## config.mk

```make
export PLATFORM = sky130hd
export DESIGN_NAME = rr_wormhole_arbiter_flat
export DESIGN_NICKNAME = d
export VERILOG_FILES = /design/src/rtl/rr_wormhole_arbiter_pkg.sv /design/src/rtl/rr_wormhole_arbiter_if.sv /design/src/rtl/rr_wormhole_arbiter_picker.sv /design/src/rtl/rr_wormhole_arbiter.sv /design/src/flat_wrapper.sv
export SDC_FILE = /design/constraint.sdc
export NUM_CORES = 1
export LEC_CHECK = 0
export ABC_AREA = 1
export BUFFER_PORTS_ARGS = -buffer_cell sky130_fd_sc_hd__buf_2
export CORE_MARGIN = 10
export CORE_UTILIZATION = 47
export CTS_CLUSTER_SIZE = 25
export DETAILED_ROUTE_END_ITERATION = 10
export GPL_TIMING_DRIVEN = 0
export HOLD_SLACK_MARGIN = 0.12
export PLACE_DENSITY_LB_ADDON = 0.05
export SETUP_SLACK_MARGIN = 0.3
export SLEW_MARGIN = 20
export SYNTH_ARGS = -nofsm -noshare
export SYNTH_HDL_FRONTEND = slang
export SYNTH_SLANG_ARGS = --single-unit
```

## constraint.sdc

```tcl
create_clock -name clk -period 4.7 [get_ports clk]
set_input_delay 0.47 -clock clk [delete_from_list [all_inputs] [get_ports clk]]
set_output_delay 0.47 -clock clk [all_outputs]
set_load 0.05 [all_outputs]
```

## src/rtl/rr_wormhole_arbiter_pkg.sv

```systemverilog
// rtl/rr_wormhole_arbiter_pkg.sv - shared NoC types, constants and helpers
// Purpose: flit type, arbiter state encoding and an index-width helper shared
// by the arbiter, its picker and other router allocators.
package noc_pkg;

  localparam int FLIT_W_DEF = 32;

  typedef struct packed {
    logic [FLIT_W_DEF-1:0] data;
    logic                  last;
  } flit_t;

  typedef enum logic {
    ST_IDLE   = 1'b0,
    ST_LOCKED = 1'b1
  } arb_state_e;

  // Index width that never collapses to zero for single-input instances.
  function automatic int clog2_min1(input int n);
    return (n <= 1) ? 1 : $clog2(n);
  endfunction

endpackage

```

## src/rtl/rr_wormhole_arbiter_if.sv

```systemverilog
// rtl/rr_wormhole_arbiter_if.sv - flit arbiter handshake bundle
// Purpose: groups the per-input flit channels and the single output link.
//   slave  : arbiter side (consumes in_*, out_ready; drives in_ready, out_*, grant_idx, locked)
//   master : environment side (the mirror image)
interface rr_wormhole_arbiter_if
  import noc_pkg::*;
#(
  parameter int N_IN   = 5,
  parameter int FLIT_W = FLIT_W_DEF
);

  localparam int IDX_W = clog2_min1(N_IN);

  logic [FLIT_W-1:0] in_data [N_IN];
  logic [N_IN-1:0]   in_valid;
  logic [N_IN-1:0]   in_last;
  logic [N_IN-1:0]   in_ready;
  logic [FLIT_W-1:0] out_data;
  logic              out_valid;
  logic              out_last;
  logic              out_ready;
  logic [IDX_W-1:0]  grant_idx;
  logic              locked;

  modport slave (
    input  in_data, in_valid, in_last, out_ready,
    output in_ready, out_data, out_valid, out_last, grant_idx, locked
  );

  modport master (
    output in_data, in_valid, in_last, out_ready,
    input  in_ready, out_data, out_valid, out_last, grant_idx, locked
  );

endinterface

```

## src/rtl/rr_wormhole_arbiter_picker.sv

```systemverilog
// rtl/rr_wormhole_arbiter_picker.sv - combinational round-robin priority picker
// Purpose: returns the first asserted request scanning ptr, ptr+1, ... with wrap.
//   req_i   : request vector
//   ptr_i   : highest-priority index (must be < N_IN)
//   sel_o   : selected index (0 when nothing found)
//   found_o : at least one request asserted
module rr_priority_picker
  import noc_pkg::*;
#(
  parameter int N_IN  = 5,
  parameter int IDX_W = clog2_min1(N_IN)
) (
  input  logic [N_IN-1:0]  req_i,
  input  logic [IDX_W-1:0] ptr_i,
  output logic [IDX_W-1:0] sel_o,
  output logic             found_o
);

  always_comb begin
    int idx;
    sel_o   = '0;
    found_o = 1'b0;
    idx     = int'(ptr_i);
    for (int k = 0; k < N_IN; k++) begin
      if (!found_o && req_i[idx]) begin
        found_o = 1'b1;
        sel_o   = idx[IDX_W-1:0];
      end
      // Explicit wrap keeps the scan in range for non-power-of-2 N_IN.
      idx = (idx == N_IN - 1) ? 0 : idx + 1;
    end
  end

endmodule

```

## src/rtl/rr_wormhole_arbiter.sv

```systemverilog
// rtl/rr_wormhole_arbiter.sv - round-robin N-to-1 wormhole flit arbiter
// Purpose: picks one input per flit, optionally holds it until the tail flit,
// and drives a single registered output stage with valid/ready flow control.
//   clk, rst_n : clock, asynchronous active-low reset
//   bus        : slave modport of rr_wormhole_arbiter_if
module rr_wormhole_arbiter
  import noc_pkg::*;
#(
  parameter int N_IN         = 5,
  parameter int FLIT_W       = FLIT_W_DEF,
  parameter int LOCK_PACKETS = 1
) (
  input logic                  clk,
  input logic                  rst_n,
  rr_wormhole_arbiter_if.slave bus
);

  localparam int IDX_W = clog2_min1(N_IN);

  arb_state_e        state_q, state_d;
  logic [IDX_W-1:0]  ptr_q, ptr_d;
  logic [IDX_W-1:0]  owner_q, owner_d;
  logic [FLIT_W-1:0] out_data_q;
  logic              out_valid_q;
  logic              out_last_q;
  logic [IDX_W-1:0]  grant_q;

  logic              load_en;
  logic [N_IN-1:0]   req_eff;
  logic [IDX_W-1:0]  pick_ptr;
  logic [IDX_W-1:0]  sel;
  logic              sel_found;
  logic              sel_last;
  logic              xfer;

  function automatic logic [IDX_W-1:0] wrap_inc(input logic [IDX_W-1:0] x);
    return (x == IDX_W'(N_IN - 1)) ? '0 : x + 1'b1;
  endfunction

  // The output slot is free when empty or being drained this cycle.
  assign load_en = !out_valid_q || bus.out_ready;

  // While locked, only the owner may request; starting the scan at the owner
  // makes the picker return it directly.
  assign req_eff  = (state_q == ST_LOCKED) ? (bus.in_valid & (N_IN'(1) << owner_q))
                                           : bus.in_valid;
  assign pick_ptr = (state_q == ST_LOCKED) ? owner_q : ptr_q;

  rr_priority_picker #(
    .N_IN  (N_IN),
    .IDX_W (IDX_W)
  ) u_picker (
    .req_i   (req_eff),
    .ptr_i   (pick_ptr),
    .sel_o   (sel),
    .found_o (sel_found)
  );

  assign xfer         = load_en && sel_found;
  assign sel_last     = bus.in_last[sel];
  assign bus.in_ready = xfer ? (N_IN'(1) << sel) : '0;

  always_comb begin
    state_d = state_q;
    ptr_d   = ptr_q;
    owner_d = owner_q;
    case (state_q)
      ST_IDLE: begin
        if (xfer) begin
          if ((LOCK_PACKETS != 0) && !sel_last) begin
            state_d = ST_LOCKED;
            owner_d = sel;
          end else begin
            ptr_d = wrap_inc(sel);
          end
        end
      end
      ST_LOCKED: begin
        if (xfer && sel_last) begin
          state_d = ST_IDLE;
          ptr_d   = wrap_inc(owner_q);
        end
      end
      default: state_d = ST_IDLE;
    endcase
  end

  always_ff @(posedge clk or negedge rst_n) begin
    if (!rst_n) begin
      state_q     <= ST_IDLE;
      ptr_q       <= '0;
      owner_q     <= '0;
      out_data_q  <= '0;
      out_valid_q <= 1'b0;
      out_last_q  <= 1'b0;
      grant_q     <= '0;
    end else begin
      state_q <= state_d;
      ptr_q   <= ptr_d;
      owner_q <= owner_d;
      if (load_en) begin
        out_valid_q <= sel_found;
        // Payload fields only move when a flit is actually taken.
        if (sel_found) begin
          out_data_q <= bus.in_data[sel];
          out_last_q <= sel_last;
          grant_q    <= sel;
        end
      end
    end
  end

  assign bus.out_data  = out_data_q;
  assign bus.out_valid = out_valid_q;
  assign bus.out_last  = out_last_q;
  assign bus.grant_idx = grant_q;
  assign bus.locked    = (state_q == ST_LOCKED);

endmodule

```

## src/flat_wrapper.sv

```systemverilog
// flat-port wrapper written by rule: the top's interface ports become plain ports
module rr_wormhole_arbiter_flat import noc_pkg::*;
#(
  parameter int N_IN         = 5,
  parameter int FLIT_W       = FLIT_W_DEF,
  parameter int LOCK_PACKETS = 1
)
  (clk, rst_n, bus_in_data, bus_in_valid, bus_in_last, bus_out_ready, bus_in_ready, bus_out_data, bus_out_valid, bus_out_last, bus_grant_idx, bus_locked);
  rr_wormhole_arbiter_if #(.N_IN(N_IN), .FLIT_W(FLIT_W)) bus_i ();
  input logic clk;
  input logic rst_n;
  input wire logic [$bits(bus_i.in_data)-1:0] bus_in_data;
  input wire logic [$bits(bus_i.in_valid)-1:0] bus_in_valid;
  input wire logic [$bits(bus_i.in_last)-1:0] bus_in_last;
  input wire logic [$bits(bus_i.out_ready)-1:0] bus_out_ready;
  output wire logic [$bits(bus_i.in_ready)-1:0] bus_in_ready;
  output wire logic [$bits(bus_i.out_data)-1:0] bus_out_data;
  output wire logic [$bits(bus_i.out_valid)-1:0] bus_out_valid;
  output wire logic [$bits(bus_i.out_last)-1:0] bus_out_last;
  output wire logic [$bits(bus_i.grant_idx)-1:0] bus_grant_idx;
  output wire logic [$bits(bus_i.locked)-1:0] bus_locked;
  assign bus_i.in_data = {>>{bus_in_data}};
  assign bus_i.in_valid = bus_in_valid;
  assign bus_i.in_last = bus_in_last;
  assign bus_i.out_ready = bus_out_ready;
  assign bus_in_ready = bus_i.in_ready;
  assign bus_out_data = bus_i.out_data;
  assign bus_out_valid = bus_i.out_valid;
  assign bus_out_last = bus_i.out_last;
  assign bus_grant_idx = bus_i.grant_idx;
  assign bus_locked = bus_i.locked;
  rr_wormhole_arbiter #(.N_IN(N_IN), .FLIT_W(FLIT_W), .LOCK_PACKETS(LOCK_PACKETS)) u_core (.clk(clk), .rst_n(rst_n), .bus(bus_i));
endmodule
```

==> results of run 1 <==
==> placed cells by master, fill, tap and decap left out, drive strengths merged <==
cell	synthesis	final
buf	31	282
nand2	157	157
nor2	101	101
nand3	96	96
o21ai	88	88
inv	45	46
dfrtp	44	44
o22ai	33	33
ha	17	17
clkbuf	7	13
nand4	12	12
a21oi	7	7
o21a	3	3
a32oi	2	2
clkinv	1	1
o21bai	1	1
nor3	1	1
clkinvlp	0	1
bufinv	0	1
==> worst register-to-register path, stage by stage (launching register included) <==
cell and delay (ns):
dfrtp_2 0.44, buf_6 0.14, nand2_1 0.12, o21ai_4 0.10, ha_4 0.18, nand3_4 0.11, nand2_4 0.07, buf_4 0.14
inv_2 0.06, ha_4 0.20, inv_2 0.10, ha_4 0.14, nand4_4 0.18, nand2_4 0.18, inv_2 0.04, o21bai_4 0.18
buf_4 0.16, nand2_4 0.11, nand4_2 0.16, nand2_4 0.12, buf_8 0.10, buf_8 0.10, ha_4 0.14, nand2_2 0.07
buf_4 0.14, buf_4 0.13, a32oi_1 0.19, o21ai_1 0.08
==> per-layer routing <==
layer	global-route usage [%]	up-vias	routed length (µm)
met4	7.508	0	414
met1	30.54	2599	7017
met2	43.60	290	8748
met3	7.442	39	1760
li1	-	2685	-
met5	0	-	0
==> registers in the layout (all words and copies together) (netlist names), named ones only <==
name and flops:
u_core.bus.out_data 32, u_core.bus.grant_idx 3, u_core.owner_q 3, u_core.ptr_q 3, u_core.bus.out_last 1, u_core.bus.out_valid 1
==> layout make-up <==
cell class              instances  area (µm²)  area share (%)
flip-flops and latches         44        1104           17.59
plain buffers                  38       305.3           4.867
inverters                      46       187.7           2.992
multi-input cells             518        3023           48.19
clock buffers                   5       68.82           1.097
well taps                     108       135.1           2.154
clock inverters                 3       46.29          0.7381
repair buffers                252        1403           22.36
==> path summary, 6_finish.rpt <==
kind | from | to | depth (start not counted)
worst max-delay path | flip-flop | bus_in_ready[3] | 27
worst min-delay path | rst_n | u_core.ptr_q[2] | 1
worst max register to register | flip-flop | u_core.ptr_q[1] | 27
worst min register to register | u_core.bus.out_last | u_core.bus.out_last | 2
max in group asynchronous | rst_n | u_core.owner_q[0] | 1
min in group clk | bus_in_data[11] | u_core.bus.out_data[11] | 3
==> what timing repair did <==
action	CTS	global route
endpoints found under the hold margin	0	0
cloned	0	0
setup endpoints to repair	8	5
resized for setup	71	19
pin swaps	23	17
buffers inserted	32	5
==> cell families after synthesis <==
family                   Yosys count  synth area share (%)
flip-flops                        44                 26.11
buffers and inverters             84                 10.15
adder cells (fa/ha/maj)           17                 5.044
AND/OR/NAND/NOR                  367                 40.77
AO/OA/AOI/OAI                    134                 17.92
==> stage by stage <==
step           setup TNS, ns  hold slack (ns)  std cells  util, %  setup slack, ns
2_1_floorplan              0           0.1744        646        -           0.2872
3_3_place_gp         -0.1934           0.4641        969    63.29         -0.09255
3_5_place_dp         -0.6480           0.4690        969    63.29          -0.1916
4_1_cts                    0           0.3828       1009    70.60           0.3006
5_1_grt                    0           0.2142       1014    71.92          0.01102
6_report                   0           0.1486       1014    71.92           0.2309
==> run metrics, run 1 <==
FFs w/ async S/R, synth 100.0%; CTS Buf Count 5; FP Rows 34; CTS H-tree lvls 2; top-count cell post-synth nand2_1; vias in the first global route 5626; worst path arrival time 4.00 ns; Die H 114.7 µm; status finished clean; Core Region 8721 µm²; DRC viols 0; cell area after layout 6272 µm²; CTS tree done; P&R area growth vs syn 48.75%; sequential fraction of the synthesis area 26.11%; Main synth FF type dfrtp_1; Detail Placement HPWL 13570 µm; Post-synth EDFFs 0; DR iter-0 viols 477; Worst Max-Slew Pin Slew 0.6073 ns; post-synth top area cell dfrtp_1; DR vias/cell 5.536; Die ar. 13160 µm²; via count 5613; Max Clock Freq 223.8 MHz; top cell type's share of synthesized area 26.11%; CTS root buffer clkbuf_8; drt pass-1 iters 7; post-synthesis cell count 646; clock slew at reported path FFs 0.09 ns; flop2flop setup slack 0.70 ns; worst-path fanout max 6; GRT Residual Overflow 0; Syn Std Cell Area 4217 µm²; CP max stage delay 0.44 ns; RSZ-0062 raised after global routing yes; Crit Path Class reg -> out; Max-cap violations 0; CP bufs+invs 7; syn avg cell area 6.527 µm²; final worst path period share 95.09%; antenna violations before repair 0; minimum clock period after layout 4.469 ns; first-pass GRT wire length 27880 µm; Worst setup SP type flip-flop; Diodes inserted 0; Worst-Skew Late Latency 0.31 ns; largest net degree at the start of global routing 45; Req. time, crit path 4.23 ns; # fillers 745; Ports 216; synth cell count leaders nand2_1, nand3_1, nor2_1, o21ai_0, dfrtp_1; Ys Warns 0; register bit total from synthesis 44; Slew headroom 59.09%; Max Buffers Root-to-Sink 2; Setup Skew 0.003373 ns; hold-fix buffers at CTS 0; final setup violation count 0; Nets 1095; synth top area cells dfrtp_1, nand2_1, nand3_1; Port-buffer cells 215; Starting Density 48.35%; crit-path most repeated cell ha_4; Critical-path top delay cell dfrtp_2; Crit. End Element primary output; GP Congestion 0.8689; hold crit path type in -> async; Antenna Nets Post-Route 0; final hold vios 0; fraction of layout cells with a size suffix above 1 43.93%; delay-heaviest family, CP simple AND/OR/NAND/NOR gates; WL/cell 17.69 µm; Clock Sink Count 44; All-Layer GR Usage 25.60%; Die Width 114.7 µm; wirelength, routed 17940 µm; Mapped Nets 836; placed cell area 5519 µm²; Final Max Tran Viols 0; Netlist cell types 33
Power of run 1 is left out: the tool's default activity adds up to more than one toggle a clock period on the data nets, which glitch-free logic cannot reach.
==> inputs of run 2 (changes only) <==
ABC_AREA = default   (was 1)
==> run 2 against run 1 <==
  * The flow now finishes with violations (setup timing)
  * Area after synthesis increased by 3.1%
  * Critical path depth decreased by 3
  * Final cell count shrank 16%
  * Cell area grew 9.4%
  * Sequential share of layout area is 1.5 points lower
  * Synthesized cell count fell by 28%
  * First-iteration DRC count decreased by 48%
  * Sequential cell count unchanged
  * Global-route usage decreased by 1.1 points
  * Fmax is 14% lower
  * Core utilization increased by 3.4 points
  * Non-clock buffer count rose by 5
  * Highest routed layer unchanged
==> run metrics, run 2 <==
status complete, but fails checks; failing checks setup timing; Worst setup SP type flip-flop; clock slew at reported path FFs 0.09 ns (about the same); hold crit path type in -> async; GR Layer Usage met3 5.804% (-1.6 points); Nets 931 (-15%); via count 4643 (-17%); Main synth FF type dfrtp_1; Req. time, crit path 4.23 ns (about the same); CTS H-tree lvls 2 (unchanged); worst path arrival time 4.70 ns (+0.70 ns); RSZ-0062 raised after global routing yes; final setup violation count 45 (+45); sequential fraction of the synthesis area 25.32% (-0.79 points); Port-buffer cells 215 (unchanged); Setup Skew 0.008579 ns (+0.005206 ns); Crit. End Element primary output; wirelength, routed 17170 µm (-4.3%); Die ar. 13500 µm² (+2.6%); R2R cell count 23 (-15%); Ys Warns 0 (unchanged); Final Max Tran Viols 0 (unchanged); # fillers 715 (-4.0%); DR iter-0 viols 247 (-48%); post-synth top area cell mux2i_1; Syn Std Cell Area 4348 µm² (+3.1%); Ports 216 (unchanged); Diodes inserted 0 (unchanged); Slew headroom 49.98% (-9.1 points); flop2flop setup slack -0.39 ns (-1.09 ns); Antenna Nets Post-Route 0 (unchanged); Core Region 9109 µm² (+4.4%); fraction of layout cells with a size suffix above 1 51.75% (+7.8 points); final design utilization 75.33% (+3.4 points); Crit Path Class reg -> out; drt pass-1 iters 5 (-2); CTS tree done; Die H 116.2 µm (+1.3%); Worst-Skew Late Latency 0.30 ns (about the same); Non-Filler Instances 853 (-16%); GP Congestion 0.9032 (+3.9%); Worst Max-Slew Pin Slew 0.7425 ns (+0.1352 ns); FFs w/ async S/R, synth 100.0% (unchanged); CTS root buffer clkbuf_8; most common cell after layout, fill and taps aside buf_2; DRC viols 0 (unchanged); top cell type's share of synthesized area 31.31% (+5.2 points); synth top area cells mux2i_1, dfrtp_1, o21ai_0; CTS Buf Count 5 (unchanged); final hold slack 0.1378 ns (-0.01081 ns); Max-cap violations 0 (unchanged); Post-synth EDFFs 0 (unchanged); register bit total from synthesis 44 (unchanged); setup tns final -10.41 ns (-10.41 ns); WL/cell 20.12 µm (+14%); worst setup margin -0.4700 ns (-0.7010 ns); GR Util met2 45.13% (+1.5 points); Max Buffers Root-to-Sink 2 (unchanged); largest net degree at the start of global routing 45 (unchanged); Detail Placement HPWL 13320 µm (-1.8%); met1 GRT Util 27.24% (-3.3 points); first-pass GRT wire length 26190 µm (-6.1%); Mapped Nets 657 (-21%); vias in the first global route 5022 (-11%); Die Width 116.2 µm (+1.3%); final hold vios 0 (unchanged); syn avg cell area 9.310 µm² (+43%); Clock Sink Count 44 (unchanged); P&R area growth vs syn 57.81%; synth cell count leaders mux2i_1, nand2_1, o21ai_0, dfrtp_1, ha_1; GRT Residual Overflow 0 (unchanged); worst-path fanout max 6 (unchanged); FP Rows 35 (+2.9%); Netlist cell types 68 (+110%); commonest non-fill, non-tap cells in the layout buf_2, mux2i_1, nand2_1; top-count cell post-synth mux2i_1; global route hottest layer met2; Max Clock Freq 193.4 MHz (-14%); post-synthesis cell count 467 (-28%); R2R Path End u_core.ptr_q[2]; antenna violations before repair 0 (unchanged); minimum clock period after layout 5.170 ns (+0.7010 ns); max FFs per register 32 (unchanged); dpl cells 793 (-18%); All-Layer GR Usage 24.48% (-1.1 points); Starting Density 47.73% (-0.62 points); DR vias/cell 5.443 (-1.7%); final worst path period share 110.0% (+15 points)
[run 2: worst max-delay path by stage]
stage | start | endpoint | slack [ns] | cells past startpoint
6_report | flip-flop | bus_in_ready[3] | -0.47 | 24
5_1_grt | flip-flop | bus_in_ready[3] | -0.65 | 24
4_1_cts | flip-flop | bus_in_ready[3] | -0.43 | 26
3_5_place_dp | flip-flop | bus_in_ready[3] | -0.91 | 24
3_3_place_gp | flip-flop | bus_in_ready[3] | -0.92 | 24
2_1_floorplan | flip-flop | bus_in_ready[3] | -0.29 | 25
[run 2: cell families (layout without fill, tap and decap cells)]
kind of cell | Yosys count | in the layout | share of synthesized area (%)
mux | 151 | 151 | 36.09
compound gates | 101 | 101 | 16.32
simple gates | 105 | 105 | 12.14
fa+ha+maj | 17 | 17 | 4.892
flops | 44 | 44 | 25.32
xor+xnor | 1 | 1 | 0.2015
buf+inv | 48 | 323 | 5.036
[run 2: stage by stage]
stage / area (µm²) / setup slack [ns]
floorplan: 4567 / -0.2948
global placement: 5782 / -0.9152
detailed placement: 5782 / -0.9073
CTS: 6696 / -0.4267
global route: 6862 / -0.6505
finish: 6862 / -0.4700
[run 2: what timing repair did]
item                       CTS  global route
gates resized for setup    116            22
pin swaps                   22            12
setup endpoints to repair   48            48
cloned                       4             0
hold endpoints to repair     0             0
hold buffers                 0             0
setup buffers               36            12
[run 2: worst max-delay path: stages, from the launching register on]
cell	delay (ns)
dfrtp_2	0.43
buf_8	0.14
mux2i_4	0.22
ha_4	0.20
clkbuf_16	0.15
a21boi_4	0.23
ha_4	0.19
o21ba_2	0.17
o21ai_4	0.18
o211ai_4	0.14
buf_4	0.17
o21ai_1	0.36
and3_1	0.29
nor3_4	0.08
nand3b_1	0.18
o311a_1	0.33
buf_6	0.14
buf_12	0.12
buf_12	0.13
clkinv_8	0.04
ha_4	0.12
ha_4	0.12
inv_2	0.04
nor2_4	0.07
buf_6	0.16
[run 2: per-layer routing]
layer | vias to the layer above | part of all wire, % | wire, µm
li1 | 2258 | - | -
met1 | 2189 | 39 | 6656
met2 | 164 | 53 | 9084
met3 | 32 | 6.0 | 1036
met4 | 0 | 2.3 | 387
met5 | - | 0 | 0
[run 2: layout make-up]
class	instances	area, µm²	share of cell area, %
clock inverters	2	38.79	0.5653
well taps	111	138.9	2.024
plain buffers	28	312.8	4.559
clock buffers	6	82.58	1.204
repair buffers	267	1663	24.23
inverters	20	100.1	1.459
flip-flops and latches	44	1102	16.06
multi-input cells	375	3423	49.89
Power of run 2 is left out for the same reason.
